File: config.mk
export PLATFORM = sky130hd
export DESIGN_NAME = rl_fifo_1r1w_ctrl
export DESIGN_NICKNAME = d
export VERILOG_FILES = /design/src/rtl/rl_fifo_1r1w_ctrl.sv
export SDC_FILE = /design/constraint.sdc
export NUM_CORES = 1
export LEC_CHECK = 0
export CAP_MARGIN = 20
export CORE_ASPECT_RATIO = 0.5
export CORE_MARGIN = 5
export CORE_UTILIZATION = 52
export CTS_BUF_LIST = sky130_fd_sc_hd__clkbuf_8
export DETAILED_ROUTE_END_ITERATION = 10
export HOLD_SLACK_MARGIN = 0.03
export PLACE_DENSITY = 0.85
export REMOVE_ABC_BUFFERS = 1
export SLEW_MARGIN = 20
export SYNTH_ARGS = -nofsm -noshare
export SYNTH_HDL_FRONTEND = slang
export SYNTH_SLANG_ARGS = --single-unit
export TNS_END_PERCENT = 100
File: constraint.sdc
create_clock -name clk_i -period 7.2 [get_ports clk_i]
set_clock_uncertainty 0.05 [all_clocks]
set_input_delay 2.16 -clock clk_i [delete_from_list [all_inputs] [get_ports clk_i]]
set_output_delay 2.16 -clock clk_i [all_outputs]
set_load 0.03 [all_outputs]
File: src/rtl/rl_fifo_1r1w_ctrl.sv
// First-word-fall-through FIFO controller for an external 1R1W RAM with registered output.
// Define RL_FIFO_LEVEL_EN to build the registered level_o / almost_full_o occupancy outputs.
module rl_fifo_1r1w_ctrl #(
    parameter int ABITS     = 10,
    parameter int DBITS     = 32,
    parameter int AFULL_LVL = 2**ABITS - 4
) (
    input  logic                   clk_i,
    input  logic                   rst_i,
    input  logic                   flush_i,
    input  logic [DBITS-1:0]       wdata_i,
    input  logic                   wvalid_i,
    output logic                   wready_o,
    output logic [DBITS-1:0]       rdata_o,
    output logic                   rvalid_o,
    input  logic                   rready_i,
    output logic [ABITS-1:0]       ram_waddr_o,
    output logic [DBITS-1:0]       ram_din_o,
    output logic                   ram_we_o,
    output logic [(DBITS+7)/8-1:0] ram_be_o,
    output logic [ABITS-1:0]       ram_raddr_o,
    input  logic [DBITS-1:0]       ram_dout_i,
    output logic [ABITS+1:0]       level_o,
    output logic                   almost_full_o
);
    localparam int DEPTH = 2**ABITS;
    localparam logic [ABITS:0] DEPTH_CNT = (ABITS+1)'(DEPTH);

    // Reject thresholds the occupancy counter can never reach.
    if (AFULL_LVL < 0 || AFULL_LVL > DEPTH + 2) begin : g_bad_afull
        $error("AFULL_LVL out of range");
    end

    logic [ABITS-1:0] wptr, rptr;
    logic [ABITS:0]   ram_cnt, ram_cnt_next;
    logic [1:0]       buf_cnt, buf_cnt_next;
    logic             inflight;
    logic [DBITS-1:0] buf0, buf1;
    logic             push, pop, issue;
    logic [2:0]       buf_occ;

    // A flush cycle discards both the incoming word and the consumer's acceptance.
    assign push         = wvalid_i & wready_o & ~flush_i;
    assign pop          = rvalid_o & rready_i & ~flush_i;
    assign buf_occ      = {1'b0, buf_cnt} + {2'b00, inflight} - {2'b00, pop};
    assign issue        = (ram_cnt != '0) && (buf_occ < 3'd2);
    assign ram_cnt_next = ram_cnt + {{ABITS{1'b0}}, push} - {{ABITS{1'b0}}, issue};
    assign buf_cnt_next = buf_cnt + {1'b0, inflight} - {1'b0, pop};

    assign ram_we_o    = push;
    assign ram_waddr_o = wptr;
    assign ram_din_o   = wdata_i;
    assign ram_be_o    = '1;
    assign ram_raddr_o = rptr;
    assign rvalid_o    = (buf_cnt != 2'd0);
    assign rdata_o     = buf0;

    always_ff @(posedge clk_i or posedge rst_i) begin
        if (rst_i) begin
            wptr     <= '0;
            rptr     <= '0;
            ram_cnt  <= '0;
            buf_cnt  <= '0;
            inflight <= 1'b0;
            buf0     <= '0;
            buf1     <= '0;
            wready_o <= 1'b0;
        end else if (flush_i) begin
            wptr     <= '0;
            rptr     <= '0;
            ram_cnt  <= '0;
            buf_cnt  <= '0;
            inflight <= 1'b0;
            buf0     <= '0;
            buf1     <= '0;
            wready_o <= 1'b1;
        end else begin
            if (push) wptr <= wptr + ABITS'(1);
            if (issue) rptr <= rptr + ABITS'(1);
            ram_cnt  <= ram_cnt_next;
            buf_cnt  <= buf_cnt_next;
            inflight <= issue;
            wready_o <= (ram_cnt_next != DEPTH_CNT);
            // Returning RAM data lands behind whatever survives this cycle's pop.
            case ({pop, inflight})
                2'b11: begin
                    if (buf_cnt == 2'd2) begin
                        buf0 <= buf1;
                        buf1 <= ram_dout_i;
                    end else begin
                        buf0 <= ram_dout_i;
                    end
                end
                2'b10: buf0 <= buf1;
                2'b01: begin
                    if (buf_cnt == 2'd0) buf0 <= ram_dout_i;
                    else                 buf1 <= ram_dout_i;
                end
                default: ;
            endcase
        end
    end

`ifdef RL_FIFO_LEVEL_EN
    logic [ABITS+1:0] level_next;
    localparam logic [ABITS+1:0] AFULL_CMP = (ABITS+2)'(AFULL_LVL);

    // Registered from next-state values so level_o matches the current contents.
    assign level_next = {1'b0, ram_cnt_next} + {{ABITS{1'b0}}, buf_cnt_next}
                      + {{(ABITS+1){1'b0}}, issue};

    always_ff @(posedge clk_i or posedge rst_i) begin
        if (rst_i) begin
            level_o       <= '0;
            almost_full_o <= 1'b0;
        end else if (flush_i) begin
            level_o       <= '0;
            almost_full_o <= 1'b0;
        end else begin
            level_o       <= level_next;
            almost_full_o <= (level_next >= AFULL_CMP);
        end
    end
`else
    assign level_o       = '0;
    assign almost_full_o = 1'b0;
`endif

endmodule

==> out/metrics.yaml <==
setup_path:
  rrSetupSlack_ps: 2110
  crit_path_end_kind: "flip-flop"
  worstSetupPathType: "in -> reg"
  cp.required_ps: 7380
  cp-start-kind: "input port"
  worstPathMaxFanout: 8
  crit_arrival_ps: 6740
run_status:
  status: "finished, final reports clean"
floorplan:
  ios: 173
  die_area_um2: 12800
  rows: 26
  die_x_um: 155
  initial_utilization: 0.534
  core_area_um2: 10200
  dieHeight_um: 82.5
final_layout:
  diodes: 0
  mostFrequentLayoutCell: "dfrtp_1"
  final_layout_size_suffix_gt1_frac: 0.0563
  layout_common_cells: "99 x dfrtp_1, 95 x nand2_1, 90 x clkdlybuf4s50_1"
  finish.instance_area_um2: 6410
  syn_to_final_growth_pct: 17.4
  utilization: 0.627
  layout.cells.non_filler: 779
  nNetsFinal: 726
  num-fill-cells: 799
yosys:
  syn_avg_cell_area_um2: 9.24
  ys_seq_elements: 99
  seq_area_frac_synth: 0.454
  synth_edf_count: 0
  yosys.area.top_type_share: 0.454
  syn_area_um2: 5460
  yosys_most_used_dff: "dfrtp_1"
  yosysUniqueCellTypes: 49
  synth_cells: 591
  yosysTopAreaCell: "dfrtp_1"
  synth_area_leaders: "dfrtp_1 45%, buf_4 6.7%, nand2_1 6.5%"
  yosysWarnings: 0
  async_reset_ff_frac: 1.00
clock_network:
  clkTransAtPathRegs_ps: 100
  post_cts_buffers: 0
  worstSkewPairLatency_ps: 370
  cts_sinks: 99
  cts_resized: 0
  root_buffer: "clkbuf_8"
  cts_tree: "done"
  numCtsBuffers: 9
  ctsHoldBuffers: 0
  htreeDepth: 3
  clock_path_buffers: 2
route:
  postRouteWirelength_um: 13400
  dr.pass1.iters: 5
  detail-route-antenna-nets: 0
  wl_per_cell_um: 17.3
  drt_iter0_drc: 304
  num_vias: 4354
  vias_per_cell: 5.59
  drc_errors: 0
sta:
  worst_pin_slew_ps: 820
  setup_viol: 0
  setup_tns_ps: 0
  fin_crit_sh: 0.910
  max_slew_margin: 0.453
  max_clock_freq_ghz: 0.153
  rsz0062_at_grt: "false"
  fin_crit_ps: 6560
  post-route-worst-setup-slack_ps: 645
  maxSlewViolCount: 0
  hold_violations: 0
placement:
  dp_hpwl_um: 9470
  post-place-cells: 763
  gp_congestion: 0.806
  place_area_um2: 6180
  portBuffers: 91
  place_ws_ps: 285
power:
  leakage_nw: 2.81
  p_per_area_nw_per_um2: 434
  irDropWorstVdd_mv: 0.174
global_routing:
  grt_pass1_vias: 4235
  antenna_found_initial: 0
  grt_pass1_wl_um: 21600
  grt_usage: 0.215
  grt_max_degree: 72
  grt-ovfl-total: 0
worst_hold_path:
  hp-class: "reg -> reg"
run:
  cap_viol_max_count: 0
[final timing paths]
path | start | end | cells after the start
setup / recovery | rready_i | wready_o$_DFF_PP0_ | 21
hold / removal | rdata_o[7]$_DFFE_PP0P_ | rdata_o[7]$_DFFE_PP0P_ | 2
setup reg to reg | buf_cnt[1]$_DFF_PP0_ | wready_o$_DFF_PP0_ | 21
hold reg to reg | rdata_o[7]$_DFFE_PP0P_ | rdata_o[7]$_DFFE_PP0P_ | 2
max in group asynchronous | rst_i | buf1[29]$_DFFE_PP0P_ | 3
min in group asynchronous | rst_i | ram_cnt[4]$_DFF_PP0_ | 2
[per-stage QoR]
stage	power (mW)	hold WS, ps
global placement	2.31	420
CTS	2.78	446
global route	2.98	479
finish	2.78	446
detailed placement	2.37	425
floorplan	1.89	446
[report_power, final]
group          total, mW  internal, mW  switching (mW)
clock network      0.400         0.213           0.187
registers          0.819         0.713           0.106
logic               1.56         0.615           0.945
[synth_stat cells, drive strengths merged, types with 17 or more instances]
library cell / n
buf: 54
nor2: 47
nand2: 95
o21ai: 20
a21oi: 58
ha: 21
inv: 22
xor2: 18
clkbuf: 28
a22oi: 17
dfrtp: 99
[critical path: stages]
cell             delay [ps]
clkdlybuf4s50_1         450
and3b_1                 250
ha_1                    290
inv_2                    60
ha_1                    130
inv_1                    50
fa_1                    380
xnor2_1                 220
o211ai_2                220
nor2_1                  250
inv_1                    90
nand2_1                  70
ha_1                    150
inv_1                    50
fa_1                    400
nand2b_1                200
a211oi_2                280
nor3_1                  120
o31ai_1                 270
xnor2_1                 130
or4_1                   500
[sequential cells by signal (all words and copies together), names as in the netlist]
name         flops
buf1            32
rdata_o         32
ram_cnt         11
ram_raddr_o     10
ram_waddr_o     10
buf_cnt          2
inflight         1
wready_o         1
[per-layer routing]
metal | routed length, µm | part of all wire | track usage
met1 | 5560 | 0.41 | 0.272
met2 | 6410 | 0.48 | 0.344
met3 | 1220 | 0.091 | 0.0843
met4 | 244 | 0.018 | 0.0705
met5 | 0 | 0 | 0.0159
[kinds of logic after synthesis]
group	synth area share
other cells	0.00138
xor+xnor	0.0433
mux	0.0314
simple gates	0.145
flops	0.454
fa+ha+maj	0.0555
buf+inv	0.106
compound gates	0.164
[cell type report]
class | instances | area (µm²) | share of cell area
Clock buffer | 11 | 151 | 0.0236
Tap cell | 140 | 175 | 0.0273
Multi-Input combinational cell | 403 | 2470 | 0.386
Clock inverter | 5 | 76.3 | 0.0119
Sequential cell | 99 | 2480 | 0.387
Timing Repair Buffer | 99 | 966 | 0.151
Inverter | 22 | 85.1 | 0.0133
Note: power is estimated with default switching activity, not from simulation.
